===== config.mk =====
export PLATFORM = sky130hd
export DESIGN_NAME = filter_bank_sequencer
export DESIGN_NICKNAME = d
export VERILOG_FILES = /design/src/rtl/cnn_ctrl_pkg.sv /design/src/rtl/filter_weight_select.sv /design/src/rtl/filter_bank_sequencer.sv
export SDC_FILE = /design/constraint.sdc
export NUM_CORES = 1
export LEC_CHECK = 0
export BUFFER_PORTS_ARGS = -buffer_cell sky130_fd_sc_hd__buf_2
export CAP_MARGIN = 20
export CORE_AREA = 2 2 163 165
export DETAILED_ROUTE_END_ITERATION = 6
export DIE_AREA = 0 0 165 167
export GPL_TIMING_DRIVEN = 0
export MAX_ROUTING_LAYER = met4
export SYNTH_ARGS = -nofsm -noshare
export SYNTH_HDL_FRONTEND = slang
export SYNTH_HIERARCHICAL = 1
export SYNTH_SLANG_ARGS = --single-unit

===== constraint.sdc =====
create_clock -name clk -period 2.2 [get_ports clk]
set_input_delay 0.44 -clock clk [delete_from_list [all_inputs] [get_ports clk]]
set_output_delay 0.44 -clock clk [all_outputs]
set_load 0.005 [all_outputs]

===== src/rtl/cnn_ctrl_pkg.sv =====
// Shared definitions for the CNN layer control blocks.
//   state_e      : filter bank sequencer state, 3-bit encoding
//   KERNEL_WORDS : weights per filter (2x2 kernel)
//   DEF_*        : default widths/counts used by the sequencer parameters
package cnn_ctrl_pkg;

  localparam int KERNEL_WORDS    = 4;
  localparam int DEF_DW          = 16;
  localparam int DEF_NUM_FILTERS = 4;

  typedef enum logic [2:0] {
    ST_IDLE    = 3'd0,
    ST_FETCH   = 3'd1,
    ST_CAPTURE = 3'd2,
    ST_LAUNCH  = 3'd3,
    ST_WAIT    = 3'd4,
    ST_FINISH  = 3'd5
  } state_e;

endpackage


===== src/rtl/filter_weight_select.sv =====
// Combinational slice mux: picks the kernel words and bias of one filter
// out of the flat filter-bank read buses.
//   mem_rdata : all filters' weights, filter f / word k at [(4f+k)*DW +: DW]
//   mem_bias  : all filters' biases, filter f at [f*DW +: DW]
//   idx       : filter to select (out-of-range index yields zeros)
//   wts       : selected kernel words
//   bias      : selected bias
module filter_weight_select
  import cnn_ctrl_pkg::*;
#(
  parameter int NUM_FILTERS = DEF_NUM_FILTERS,
  parameter int DW          = DEF_DW,
  parameter int IDX_W       = 4
) (
  input  logic [NUM_FILTERS*KERNEL_WORDS*DW-1:0] mem_rdata,
  input  logic [NUM_FILTERS*DW-1:0]              mem_bias,
  input  logic [IDX_W-1:0]                       idx,
  output logic [KERNEL_WORDS-1:0][DW-1:0]        wts,
  output logic [DW-1:0]                          bias
);

  always_comb begin
    wts  = '0;
    bias = '0;
    for (int f = 0; f < NUM_FILTERS; f++) begin
      if (idx == IDX_W'(f)) begin
        for (int k = 0; k < KERNEL_WORDS; k++)
          wts[k] = mem_rdata[(f*KERNEL_WORDS + k)*DW +: DW];
        bias = mem_bias[f*DW +: DW];
      end
    end
  end

endmodule


===== src/rtl/filter_bank_sequencer.sv =====
// Sequences a bank of filter-weight memories into one shared conv engine.
// On start, each filter in turn is fetched (one-hot mem_en for one cycle),
// its weights/bias are captured, a conv pass is launched and the sequencer
// waits for conv_done before moving on. done pulses once after the last
// filter; abort returns to IDLE from anywhere without a done.
//   clk, rst_n     : clock, async active-low reset
//   start, abort   : layer control (start only honoured in IDLE)
//   mem_en         : one-hot filter memory read enable
//   mem_rdata/bias : registered memory outputs for all filters
//   w0..w3, bias   : captured kernel words and bias for the engine
//   filter_idx     : filter currently loaded
//   conv_start     : one-cycle conv launch pulse
//   conv_done      : engine completion pulse (only looked at in WAIT)
//   busy, done     : status; done is a one-cycle pulse
module filter_bank_sequencer
  import cnn_ctrl_pkg::*;
#(
  parameter int NUM_FILTERS = DEF_NUM_FILTERS,
  parameter int DW          = DEF_DW,
  parameter int IDX_W       = 4
) (
  input  logic                                   clk,
  input  logic                                   rst_n,
  input  logic                                   start,
  input  logic                                   abort,
  output logic [NUM_FILTERS-1:0]                 mem_en,
  input  logic [NUM_FILTERS*KERNEL_WORDS*DW-1:0] mem_rdata,
  input  logic [NUM_FILTERS*DW-1:0]              mem_bias,
  output logic [DW-1:0]                          w0,
  output logic [DW-1:0]                          w1,
  output logic [DW-1:0]                          w2,
  output logic [DW-1:0]                          w3,
  output logic [DW-1:0]                          bias,
  output logic [IDX_W-1:0]                       filter_idx,
  output logic                                   conv_start,
  input  logic                                   conv_done,
  output logic                                   busy,
  output logic                                   done
);

  state_e                          state, state_n;
  logic [IDX_W-1:0]                idx_n;
  logic                            last;
  logic [NUM_FILTERS-1:0]          fetch_oh;
  logic [KERNEL_WORDS-1:0][DW-1:0] sel_w;
  logic [DW-1:0]                   sel_b;
  logic [KERNEL_WORDS-1:0][DW-1:0] w_q;
  logic [DW-1:0]                   b_q;

  assign last = (filter_idx == IDX_W'(NUM_FILTERS - 1));

  filter_weight_select #(
    .NUM_FILTERS (NUM_FILTERS),
    .DW          (DW),
    .IDX_W       (IDX_W)
  ) u_sel (
    .mem_rdata (mem_rdata),
    .mem_bias  (mem_bias),
    .idx       (filter_idx),
    .wts       (sel_w),
    .bias      (sel_b)
  );

  // Next state / next index. abort overrides everything, including a
  // coincident start or conv_done.
  always_comb begin
    state_n = state;
    idx_n   = filter_idx;
    if (abort) begin
      state_n = ST_IDLE;
    end else begin
      case (state)
        ST_IDLE: begin
          if (start) begin
            state_n = ST_FETCH;
            idx_n   = '0;
          end
        end
        ST_FETCH:   state_n = ST_CAPTURE;
        ST_CAPTURE: state_n = ST_LAUNCH;
        ST_LAUNCH:  state_n = ST_WAIT;
        ST_WAIT: begin
          if (conv_done) begin
            if (last) begin
              state_n = ST_FINISH;
            end else begin
              state_n = ST_FETCH;
              idx_n   = filter_idx + IDX_W'(1);
            end
          end
        end
        ST_FINISH:  state_n = ST_IDLE;
        default:    state_n = ST_IDLE;
      endcase
    end
  end

  // Read enable for the filter about to be fetched.
  always_comb begin
    fetch_oh = '0;
    if (state_n == ST_FETCH) begin
      for (int f = 0; f < NUM_FILTERS; f++)
        if (idx_n == IDX_W'(f)) fetch_oh[f] = 1'b1;
    end
  end

  // Outputs are registered from the next state so each one lines up with
  // the state it belongs to, with no decode glitches on the ports.
  always_ff @(posedge clk or negedge rst_n) begin
    if (!rst_n) begin
      state      <= ST_IDLE;
      filter_idx <= '0;
      mem_en     <= '0;
      conv_start <= 1'b0;
      busy       <= 1'b0;
      done       <= 1'b0;
    end else begin
      state      <= state_n;
      filter_idx <= idx_n;
      mem_en     <= fetch_oh;
      conv_start <= (state_n == ST_LAUNCH);
      busy       <= (state_n != ST_IDLE);
      done       <= (state_n == ST_FINISH);
    end
  end

  // Weights only move on the CAPTURE edge; the memory output is valid in
  // CAPTURE because it registered during FETCH. An abort in CAPTURE keeps
  // the previous set.
  always_ff @(posedge clk or negedge rst_n) begin
    if (!rst_n) begin
      w_q <= '0;
      b_q <= '0;
    end else if (state == ST_CAPTURE && !abort) begin
      w_q <= sel_w;
      b_q <= sel_b;
    end
  end

  assign w0   = w_q[0];
  assign w1   = w_q[1];
  assign w2   = w_q[2];
  assign w3   = w_q[3];
  assign bias = b_q;

endmodule


-- After elaboration in Yosys (flattened, before gate mapping)
Index checks and enable logic that the tools add are counted.
Widths: inputs -> output; s select.
- register bits after elaboration: 94
- latch bits: 0
- bits in writable memories: 0
- bits in read-only memories: 0
- bits of input ports: 325
- output and inout port bits: 91
- word-level logic and storage cells: 54
- memories: 0
- add/subtract/negate cells: 1
- $mul: 0
- div/mod/pow operators: 0
- $lt $le $gt $ge: 0
- equal/unequal tests: 13
- shift operators: 0
- muxes and demuxes: 23
- bitwise operators: 0
- reductions and logical operators: 6
- operator list (cell ; count):
    $mux 64 ; 4
    $mux 16 ; 4
    $mux 4 ; 5
    $eq 4x2->1 const B ; 4
    $pmux 3 s5 ; 1
    $mux 3 ; 4
    $eq 3x2->1 const B ; 3
    $eq 4x1->1 const B ; 2
    $logic_not 4->1 ; 2
    $pmux 4 s2 ; 1
    $eq 3x1->1 const B ; 2
    $eq 3x3->1 const B ; 2
    $add 4x1->4 const B ; 1
    $mux 1 ; 4
    $logic_not 3->1 ; 1
    $reduce_bool 3->1 ; 1
    $logic_and 1x1->1 ; 1
    $logic_not 1->1 ; 1

-- Logic depth before layout (Yosys ltp)
- word-level depth: 8
- depth in mapped cells: 6
- gate-level depth less buffers: 5

-- Modules after synthesis
The synthesis kept the hierarchy.
- by module, submodules not included (module ; times used ; cells each ; area an instance (um^2) ; seq. area each (um^2)):
    filter_bank_sequencer ; 1 ; 238 ; 4136.5 ; 2352.3
    filter_weight_select ; 1 ; 278 ; 2414.8 ; 0.0

-- Least setup slack after synthesis
OpenSTA, ideal clock, no wires.
- path type: reg2reg
- start: reg filter_idx[0]
- end: reg busy
- setup time: 0.131 ns
- arrival: 1.449 ns
- required time: 2.069 ns
- setup slack: 0.619 ns
- stages on the path, launching flop included: 6
- path buffers: 0
- period minus slack after synthesis: 1.581 ns
- cells stage by stage: dfrtp_1 > ha_1 > nor3b_2 > o211ai_1 > a21oi_1 > or3_1
- cells in the longest elaborated chain, start to end: 6
- RTL lines (what ; RTL line ; text):
    start, declared ; filter_bank_sequencer.sv:34 ; output logic [IDX_W-1:0] filter_idx,
    start signal, assigned ; filter_bank_sequencer.sv:119 ; filter_idx <= idx_n;
    $eq 4x2->1 ; filter_bank_sequencer.sv:50 ; assign last = (filter_idx == IDX_W'(NUM_FILTERS - 1));
    $mux 3 ; filter_bank_sequencer.sv:84 ; if (last) begin
    $mux 3 ; filter_bank_sequencer.sv:83 ; if (conv_done) begin
    $pmux 3 s5 ; filter_bank_sequencer.sv:72 ; case (state)
    $mux 3 ; filter_bank_sequencer.sv:69 ; if (abort) begin
    via state_n[2] ; filter_bank_sequencer.sv:41 ; state_e state, state_n;
    $reduce_bool 3->1 ; filter_bank_sequencer.sv:122 ; busy <= (state_n != ST_IDLE);
    end signal, assigned ; filter_bank_sequencer.sv:122 ;
    end, declared ; filter_bank_sequencer.sv:37 ; output logic busy,
The timed path passes the listed nets, and every way through them passes these cells.
A chain may end at the register's enable or synchronous reset.

==> results.cfg <==
[final_layout]
area_delta_synth_final_pct = 43.4
num-fill-cells = 2610
antenna_cells = 0
nNetsFinal = 1267
layout-drive-gt1-share_pct = 60.0
final_cell_count_no_fill = 1281

[cts]
numCtsBuffers = 9
htreeDepth = 3
cts_buffer_depth = 2
cts_tree = done
clk_pin_slew_ns = 0.07
cts_hold_buf = 0
cts_sinks = 94
root_buffer = clkbuf_16
clk_latency_ns = 0.35

[die]
die_h_um = 167
fp.coreArea_mm2 = 0.0258
initial_core_util_pct = 25.4
die_w_um = 165
row_count = 59
dieArea_mm2 = 0.0276
io_pins = 416

[worst_hold_path]
hold_class = input port to async pin

[power_and_ir_drop]
p_leak_nw = 4.29
vdd_drop_max_mv = 0.326
power.total_mw = 7.55
p_per_area_mw_per_mm2 = 803

[run_status]
status = complete, no violations

[detailed_routing]
ant_nets = 0
drc_errors = 0
drt_iter0_drc = 166
drt-total-wl_um = 23700
first_pass_iters = 4
num_vias = 5958
routed_via_density = 4.65
wl_per_cell_um = 18.5

[timing]
rsz0062_at_grt = false
maxSlewViolCount = 0
fmax_mhz = 483
max_slew_margin_pct = 56.9
worstMarginPinSlew_ns = 0.646
finalCritPeriodShare_pct = 94.1
skew_ns = 0.00927
setup_tns_ns = 0
setup_viol = 0
finalCriticalPeriod_ns = 2.07
hold_viol_final = 0

[yosys]
synthDominantCellAreaShare_pct = 35.9
ys_seq_area_share_pct = 35.9
async_flop_share_pct = 100
syn_nets = 842
yosys_register_bits = 94
syn_avg_cell_area_um2 = 12.7
synth_area_mm2 = 0.00655
synthDistinctLibCells = 46
syn-instance-count = 516
yosys_warnings = 6
synthTopCellsByArea = dfrtp_1 (36%), mux2i_1 (25%), mux2_4 (18%), o22ai_1 (7.7%), buf_12 (2.8%)
synthTopCellsByCount = mux2i_1 (161), dfrtp_1 (94), o22ai_1 (81), mux2_4 (79), buf_2 (17)
yosysMostFrequentCell = mux2i_1
synth_ff_type = dfrtp_1
yosys.area.top_type = dfrtp_1
synth_edf_count = 0

[grt]
track_usage_pct = 17.0
antenna_found_initial = 0
grt_pass1_wl_um = 34000
grt_max_degree = 49
grt_overflow_total = 0
grt_pass1_vias = 6002

[critical_path]
cp-start-kind = register
critical_path_class = register to register
reg2reg_slack_ns = 0.13
reg2regPathDepth = 6
timing.rr.end = w1[11]
worst_setup_path_end_kind = register
cp_data_required_time_ns = 2.43
arrival_ns = 2.30
r2r-start = filter_idx[1]
crit_fanout = 10

[place]
place_congestion = 0.802
place_inst = 1266
portBuffers = 414
hpwlAfterDp_um = 18800

[run]
drv_cap = 0
[routing by layer]
metal / share of wire (%) / GRT usage, % / vias to the layer above
met1: 42 / 20.4 / 2852
met3: 5.9 / 2.91 / 22
li1: - / - / 2825
met4: 1.6 / 4.20 / 0
met5: 0 / - / -
met2: 50 / 29.4 / 259
[placed cells by master, fill, tap and decap left out, types with 4 or more instances in the layout]
master	n
dfrtp_1	93
inv_1	4
mux2i_1	160
buf_2	429
clkbuf_16	9
buf_4	12
buf_12	9
mux2_4	79
buf_8	8
nand2_1	5
o22ai_1	81
[layout make-up]
class	instances	area [um2]	area share (%)
Sequential cell	94	2350	25.0
Timing Repair Buffer	415	2100	22.4
Clock inverter	5	65.1	0.692
Tap cell	335	419	4.46
Multi-Input combinational cell	369	3690	39.2
Inverter	4	15.0	0.160
Clock buffer	11	253	2.69
Buffer	48	504	5.37
[state kept, by name, summed over array words and instances (netlist names), 3 cells and up]
| register | cells |
|---|---|
| state | 3 |
| w1 | 16 |
| w3 | 16 |
| filter_idx | 4 |
| w0 | 16 |
| w2 | 16 |
| bias | 16 |
| mem_en | 4 |
[worst max path at each step]
stage | start | endpoint | slack (ns) | cells after the start
after CTS | filter_idx[0] | w1[8] | 0.0005 | 5
after floorplan | filter_idx[0] | busy | 0.62 | 5
after global placement | rst_n | state[1] | -0.38 | 1
final | filter_idx[1] | w1[11] | 0.13 | 6
after detailed placement | filter_idx[1] | w1[11] | -0.09 | 6
after global routing | filter_idx[1] | w1[11] | 0.03 | 6
[cells by family (layout without fill, tap and decap cells)]
| kind of cell | count (synthesis) | in the layout | synth area share, % |
|---|---|---|---|
| xor+xnor | 1 | 1 | 0.134 |
| buf+inv | 53 | 483 | 7.89 |
| compound gates | 95 | 95 | 9.34 |
| mux | 241 | 241 | 42.9 |
| fa+ha+maj | 1 | 1 | 0.191 |
| simple gates | 31 | 31 | 3.67 |
| flops | 94 | 94 | 35.9 |
[worst max-delay path: stages (launching register included)]
cell and delay (ns):
dfrtp_2 0.42, clkbuf_4 0.24, buf_4 0.25, buf_6 0.27, mux2i_2 0.34, o22ai_1 0.13
mux2_4 0.27
[per-stage QoR]
| step | setup slack [ns] | area (um2) | utilization, % | hold WS [ns] |
|---|---|---|---|---|
| final | 0.130 | 9400 | 36.5 | 0.103 |
| after global routing | 0.0274 | 9400 | 36.5 | 0.146 |
| after CTS | 0.000471 | 9400 | 36.5 | 0.115 |
| after detailed placement | -0.0918 | 9070 | 35.2 | 0.471 |
| after global placement | -0.379 | 9040 | 35.1 | 0.481 |
| after floorplan | 0.619 | 6550 | - | 0.144 |
[power by group]
group / internal, mW / switching (mW)
logic: 1.88 / 1.09
registers: 2.48 / 0.413
clock network: 0.957 / 0.729
total: 5.31 / 2.23
[repair_timing]
action | 4_1_cts | 5_1_grt
resized for setup | 2 | 2
setup buffers | 0 | 0
endpoints found under the setup margin | 1 | 26
No activity file was read; power rests on OpenSTA's default activity.
